### config.mk
export PLATFORM = sky130hd
export DESIGN_NAME = qam_slicer_stream
export DESIGN_NICKNAME = d
export VERILOG_FILES = /design/src/rtl/qam_pkg.sv /design/src/rtl/qam_axis_slice.sv /design/src/rtl/qam_slicer_stream.sv
export SDC_FILE = /design/constraint.sdc
export NUM_CORES = 1
export LEC_CHECK = 0
export ABC_AREA = 1
export BUFFER_PORTS_ARGS = -buffer_cell sky130_fd_sc_hd__buf_2
export CAP_MARGIN = 20
export CELL_PAD_IN_SITES_DETAIL_PLACEMENT = 1
export CELL_PAD_IN_SITES_GLOBAL_PLACEMENT = 2
export CORE_AREA = 2 2 130 132
export DETAILED_ROUTE_END_ITERATION = 16
export DIE_AREA = 0 0 132 134
export PLACE_DENSITY_LB_ADDON = 0.2
export SLEW_MARGIN = 20
export SYNTH_ARGS = -nofsm -noshare
export SYNTH_HDL_FRONTEND = slang
export SYNTH_SLANG_ARGS = --single-unit
### constraint.sdc
create_clock -name clk -period 3.07 [get_ports clk]
set_input_delay 0.307 -clock clk [delete_from_list [all_inputs] [get_ports clk]]
set_output_delay 0.307 -clock clk [all_outputs]
set_load 0.005 [all_outputs]
### src/rtl/qam_pkg.sv
// Shared constants and index helpers for the QAM slicer stream.
package qam_pkg;

    localparam int unsigned DIN_W_DEF = 16;
    localparam int unsigned K_DEF     = 3;
    // Widest per-axis index the helpers below accept.
    localparam int unsigned MAX_K     = 16;

    // Binary-reflected Gray encode; zero-extended inputs give zero-extended results.
    function automatic logic [MAX_K-1:0] gray_enc(input logic [MAX_K-1:0] b);
        return b ^ (b >> 1);
    endfunction

    // Two's complement field -> offset binary by flipping the field MSB (bit k-1).
    function automatic logic [MAX_K-1:0] offset_bin(input logic [MAX_K-1:0] idx,
                                                    input int unsigned     k);
        return idx ^ (MAX_K'(1) << (k - 1));
    endfunction

endpackage

### src/rtl/qam_axis_slice.sv
// One axis: optional round, positive saturation and K-bit offset-binary index.
module qam_axis_slice
    import qam_pkg::*;
#(
    parameter int unsigned DIN_W = DIN_W_DEF,
    parameter int unsigned K     = K_DEF
) (
    input  logic [DIN_W-1:0] sample_i,
    input  logic             round_i,
    output logic [K-1:0]     idx_o,
    output logic             sat_o
);

    // Half an output LSB, added when rounding to nearest.
    localparam logic [DIN_W:0] RND_INC = (DIN_W + 1)'(1) << (DIN_W - K - 1);

    logic [DIN_W:0] sum;
    logic [K-1:0]   raw;

    // Sign-extended add; overflow can only be positive, seen as sign 0 with bit DIN_W-1 set.
    always_comb begin
        sum   = {sample_i[DIN_W-1], sample_i} + (round_i ? RND_INC : '0);
        sat_o = ~sum[DIN_W] & sum[DIN_W-1];
        raw   = sat_o ? ({K{1'b1}} >> 1) : sum[DIN_W-1 -: K];
        idx_o = K'(offset_bin(MAX_K'(raw), K));
    end

endmodule

### src/rtl/qam_slicer_stream.sv
// Streaming I/Q slicer: slice (stage 1) -> Gray map (stage 2), valid/ready with stats.
module qam_slicer_stream
    import qam_pkg::*;
#(
    parameter int unsigned DIN_W = DIN_W_DEF,
    parameter int unsigned K     = K_DEF,
    parameter int unsigned CNT_W = 32
) (
    input  logic             clk,
    input  logic             rst,
    input  logic             in_valid,
    output logic             in_ready,
    input  logic [DIN_W-1:0] in_i,
    input  logic [DIN_W-1:0] in_q,
    input  logic             in_round,
    input  logic             in_gray,
    output logic             out_valid,
    input  logic             out_ready,
    output logic [2*K-1:0]   out_symbol,
    output logic             out_sat,
    input  logic             clr_stats,
    output logic [CNT_W-1:0] sym_count,
    output logic [CNT_W-1:0] sat_count
);

    logic           adv1, adv2;
    logic [K-1:0]   idx_i, idx_q;
    logic           sat_i, sat_q;

    logic           s1_valid_q;
    logic [K-1:0]   s1_idx_i_q, s1_idx_q_q;
    logic           s1_sat_q, s1_gray_q;

    logic           out_valid_q, out_sat_q;
    logic [2*K-1:0] out_sym_q, out_sym_d;

    logic [CNT_W-1:0] sym_cnt_q, sym_cnt_d, sat_cnt_q, sat_cnt_d;

    qam_axis_slice #(.DIN_W(DIN_W), .K(K)) u_slice_i (
        .sample_i (in_i),
        .round_i  (in_round),
        .idx_o    (idx_i),
        .sat_o    (sat_i)
    );

    qam_axis_slice #(.DIN_W(DIN_W), .K(K)) u_slice_q (
        .sample_i (in_q),
        .round_i  (in_round),
        .idx_o    (idx_q),
        .sat_o    (sat_q)
    );

    // Pipeline advance conditions; in_ready is the only comb path (from out_ready).
    always_comb begin
        adv2     = ~out_valid_q | out_ready;
        adv1     = ~s1_valid_q | adv2;
        in_ready = adv1;
    end

    // Stage 1: capture sliced indices, combined sat flag and per-beat Gray mode.
    always_ff @(posedge clk or posedge rst) begin
        if (rst) begin
            s1_valid_q <= 1'b0;
            s1_idx_i_q <= '0;
            s1_idx_q_q <= '0;
            s1_sat_q   <= 1'b0;
            s1_gray_q  <= 1'b0;
        end else if (adv1) begin
            s1_valid_q <= in_valid;
            if (in_valid) begin
                s1_idx_i_q <= idx_i;
                s1_idx_q_q <= idx_q;
                s1_sat_q   <= sat_i | sat_q;
                s1_gray_q  <= in_gray;
            end
        end
    end

    // Stage 2 mapping: optional Gray encode on each axis, then pack {I, Q}.
    always_comb begin
        out_sym_d = {s1_idx_i_q, s1_idx_q_q};
        if (s1_gray_q) begin
            out_sym_d = {K'(gray_enc(MAX_K'(s1_idx_i_q))), K'(gray_enc(MAX_K'(s1_idx_q_q)))};
        end
    end

    // Stage 2 register; holds symbol and sat stable while stalled.
    always_ff @(posedge clk or posedge rst) begin
        if (rst) begin
            out_valid_q <= 1'b0;
            out_sym_q   <= '0;
            out_sat_q   <= 1'b0;
        end else if (adv2) begin
            out_valid_q <= s1_valid_q;
            if (s1_valid_q) begin
                out_sym_q <= out_sym_d;
                out_sat_q <= s1_sat_q;
            end
        end
    end

    // Statistics next state: clear wins over a same-cycle increment.
    always_comb begin
        sym_cnt_d = sym_cnt_q;
        sat_cnt_d = sat_cnt_q;
        if (clr_stats) begin
            sym_cnt_d = '0;
            sat_cnt_d = '0;
        end else if (out_valid_q && out_ready) begin
            sym_cnt_d = sym_cnt_q + CNT_W'(1);
            if (out_sat_q) begin
                sat_cnt_d = sat_cnt_q + CNT_W'(1);
            end
        end
    end

    // Statistics registers.
    always_ff @(posedge clk or posedge rst) begin
        if (rst) begin
            sym_cnt_q <= '0;
            sat_cnt_q <= '0;
        end else begin
            sym_cnt_q <= sym_cnt_d;
            sat_cnt_q <= sat_cnt_d;
        end
    end

    assign out_valid  = out_valid_q;
    assign out_symbol = out_sym_q;
    assign out_sat    = out_sat_q;
    assign sym_count  = sym_cnt_q;
    assign sat_count  = sat_cnt_q;

endmodule

==> flow_summary_export.csv <==
group,metric,value,unit
synthesis,synth.ff_latch_count,81,
clock_network,tritoncts,"built",
critical_path,cpMaxStageDelayCell,"dfrtp_1",
synthesis,synthCells,655,
critical_path,worstSetupEndpointType,"flop",
critical_path,start_kind,"flop",
clock_network,clock-sinks,81,
sta,period_needed,1767,ps
sta,fin_skew,7.320,ps
clock_network,cts_resized,0,
critical_path,worst_ep_required_time,3350,ps
final_layout,diodes,0,
final_layout,syn_to_final_growth,22.05,%
power_and_ir_drop,power.density,481.8,mW/mm2
clock_network,clock_path_buffers,2,
synthesis,synthArstFlopShare,1.000,
sta,finalSetupTns,0,ps
run_status,status,"completed",
synthesis,synth_cell_types,39,
global_route,grt_first_pass_wirelength,23.67,mm
clock_network,cts-hold-fix-buffers,0,
final_layout,nNetsFinal,789,
flow_run,drv_cap,0,
critical_path,cp_max_fo,5,
global_route,grt_pass1_vias,4648,
drt,drt_iter0_markers,192,
global_route,antenna_found_initial,0,
drt,vias_per_cell,4.682,
power_and_ir_drop,clockPowerShare,0.473,
synthesis,synth_edf_count,0,
sta,setup_viol,0,
final_layout,layout-drive-gt1-share,0.1838,
power_and_ir_drop,leakagePower,2.699,nW
drt,drc,0,
global_route,gr-total-overflow,0,
floorplan,coreArea,0.01629,mm2
clock_network,post_cts_buffers,0,
synthesis,yosys_warnings,0,
drt,final_antenna_net_count,0,
final_layout,instances_no_fill,971,
worst_hold_path,hp-class,"input pin to asynchronous set/reset pin",
global_route,grt_use_total,0.1676,
clock_network,root_buffer,"clkbuf_16",
critical_path,arrival,2050,ps
power_and_ir_drop,p_seq_frac,0.432,
power_and_ir_drop,switchingPower,681.6,uW
drt,wl,14.15,mm
clock_network,h-tree-depth,3,
synthesis,ys_dominant_reg_cell,"dfrtp_1",
floorplan,start_util,0.2846,
sta,worstMarginPinSlew,651.8,ps
critical_path,crit_top_cell,"nand2_1",
placed_design,dpl.hpwl,10.86,mm
floorplan,die-area,0.01769,mm2
final_layout,fillerInstances,2109,
sta,period_share,0.5754,
critical_path,criticalPathCategory,"flop to flop",
synthesis,syn_avg_cell_area,7.077,um2
power_and_ir_drop,irDropWorstVdd,0.2643,mV
power_and_ir_drop,p_int,2.044,mW
clock_network,cts_made_buffers,9,
clock_network,clk_pin_slew,60,ps
sta,timing.final.max_slew_violations,0,
drt,vias,4546,
synthesis,yosysSeqAreaShare,0.4372,
clock_network,clk_latency,350,ps
critical_path,max_stage_delay,420,ps
drt,routedWlPerCell,14.57,um
placed_design,preCtsSetupSlack,1193,ps
power_and_ir_drop,power_frac_comb,0.095,
power_and_ir_drop,switching_share,0.2501,
sta,setup_ws,1303,ps
sta,rsz0062_at_grt,"no",
synthesis,syn_nets,698,
placed_design,dp.cells,955,
synthesis,syn_area,0.004636,mm2
floorplan,die_x,132,um
placed_design,port-buffer-count,87,
global_route,grt_max_degree,38,
sta,fmax,566.1,MHz
sta,hold_viol,0,
placed_design,gp_congestion,0.7918,
drt,first_pass_iters,4,
floorplan,rows,47,
sta,slew_headroom,0.5650,
floorplan,ios,112,
critical_path,path_cells,"ha_1 > nand2_1 > nor2_1 > nand3_1 > nor2_1 > nand2_1 > nand2_1 > nand2_1 > nor2_1",
floorplan,die_h,134,um
## worst paths after layout
kind / startpoint / end / slack, ps / depth (start not counted)
worst max-delay path: sat_count[1]$_DFFE_PP0P_ / sat_count[20]$_DFFE_PP0P_ / 1300 / 9
worst min-delay path: rst / sym_count[15]$_DFFE_PP0P_ / 30 / 2
min in group clk: in_gray / s1_gray_q$_DFFE_PP0P_ / 150 / 3
worst min register to register: out_symbol[1]$_DFFE_PP0P_ / out_symbol[1]$_DFFE_PP0P_ / 480 / 2
worst max register to register: sat_count[1]$_DFFE_PP0P_ / sat_count[20]$_DFFE_PP0P_ / 1300 / 9
max in group asynchronous: rst / sat_count[24]$_DFFE_PP0P_ / 2250 / 3
## state kept, by name (all words and copies together), names as in the netlist
name	cells
sat_count	32
sym_count	32
out_symbol	6
s1_idx_i_q	3
s1_idx_q_q	3
out_sat	1
out_valid	1
s1_gray_q	1
s1_sat_q	1
s1_valid_q	1
## layout make-up
class | count | area (um2) | area share
Clock buffer | 11 | 242.7 | 0.04290
Inverter | 71 | 272.8 | 0.04821
Sequential cell | 81 | 2027 | 0.3582
Multi-Input combinational cell | 493 | 2280 | 0.4029
Clock inverter | 5 | 102.6 | 0.01813
Tap cell | 220 | 275.3 | 0.04865
Timing Repair Buffer | 90 | 457.9 | 0.08094
## power by group through the flow
stage	combinational, mW	sequential, mW	clock [mW]
finish	0.260	1.18	1.29
detailed placement	0.269	1.20	0
global route	0.300	1.19	1.37
CTS	0.270	1.18	1.33
global placement	0.262	1.20	0
floorplan	0.162	1.19	0
## routing by layer
metal,wire (um),vias to the layer above,share of wire,global-route usage
met1,6726,2198,0.48,0.2176
met2,6743,63,0.48,0.2798
met5,0,-,0,0
li1,-,2272,-,-
met4,227,0,0.016,0.05857
met3,450,13,0.032,0.03250
## layout by cell type (no fill, tap or decap), types with 2 or more instances in the layout
master / synthesis / final
nand2_1: 174 / 174
nand4_1: 7 / 7
clkbuf_16: 0 / 9
nor3b_1: 3 / 3
buf_2: 6 / 87
ha_1: 4 / 4
xor2_1: 5 / 5
inv_1: 65 / 64
buf_4: 1 / 3
nor2_4: 4 / 4
and2_1: 2 / 2
o21ai_1: 5 / 5
nor2_1: 135 / 135
nand3_1: 50 / 50
o21ai_0: 20 / 20
nor3_1: 11 / 11
nor2_2: 9 / 9
bufinv_16: 0 / 3
nand2_2: 5 / 5
clkinv_2: 0 / 2
a21oi_1: 38 / 38
o211a_1: 2 / 2
nand3_2: 3 / 3
mux2_2: 2 / 2
nand3b_1: 3 / 3
a31oi_1: 2 / 2
inv_2: 4 / 4
dfrtp_1: 81 / 81
## kinds of logic (layout without fill, tap and decap cells)
family,Yosys count,count (layout),synth area share
AND/OR/NAND/NOR,411,411,0.3846
adder cells (fa/ha/maj),4,4,0.01080
AO/OA/AOI/OAI,70,70,0.08016
multiplexers,2,2,0.004858
buffers and inverters,81,177,0.07098
flip-flops,81,81,0.4372
XOR/XNOR,6,6,0.01134
## Yosys cell counts, types with 2 or more instances
library cell	number	area, um2
nand2_1	174	653.1
o211a_1	2	20.02
nor3b_1	3	22.52
nor2_4	4	45.04
dfrtp_1	81	2027
and2_1	2	12.51
a31oi_1	2	12.51
nand2_2	5	31.28
o21ai_0	20	100.1
nand4_1	7	43.79
nand3_2	3	30.03
nand3_1	50	250.2
nor3_1	11	55.05
o21ai_1	5	25.02
inv_2	4	15.01
a21oi_1	38	190.2
mux2_2	2	22.52
nor2_2	9	56.30
ha_1	4	50.05
xor2_1	5	43.79
buf_2	6	30.03
inv_1	65	244.0
nand3b_1	3	22.52
nor2_1	135	506.7
## worst max-delay path, delay by kind of cell, from the launching register on
| family | cells | cell delay [ps] |
|---|---|---|
| adder cells (fa/ha/maj) | 1 | 230 |
| flip-flops | 1 | 420 |
| AND/OR/NAND/NOR | 8 | 1040 |
## stage by stage
step,instance area (um2),power (mW),hold slack (ps),utilization
finish,5658,2.726,26.45,0.3473
global route,5658,2.853,66.09,0.3473
CTS,5658,2.774,41.57,0.3473
detailed placement,5313,1.468,421.6,0.3261
global placement,5313,1.459,418.9,0.3261
floorplan,4636,1.356,416.6,-
No activity file was read; power rests on OpenSTA's default activity.
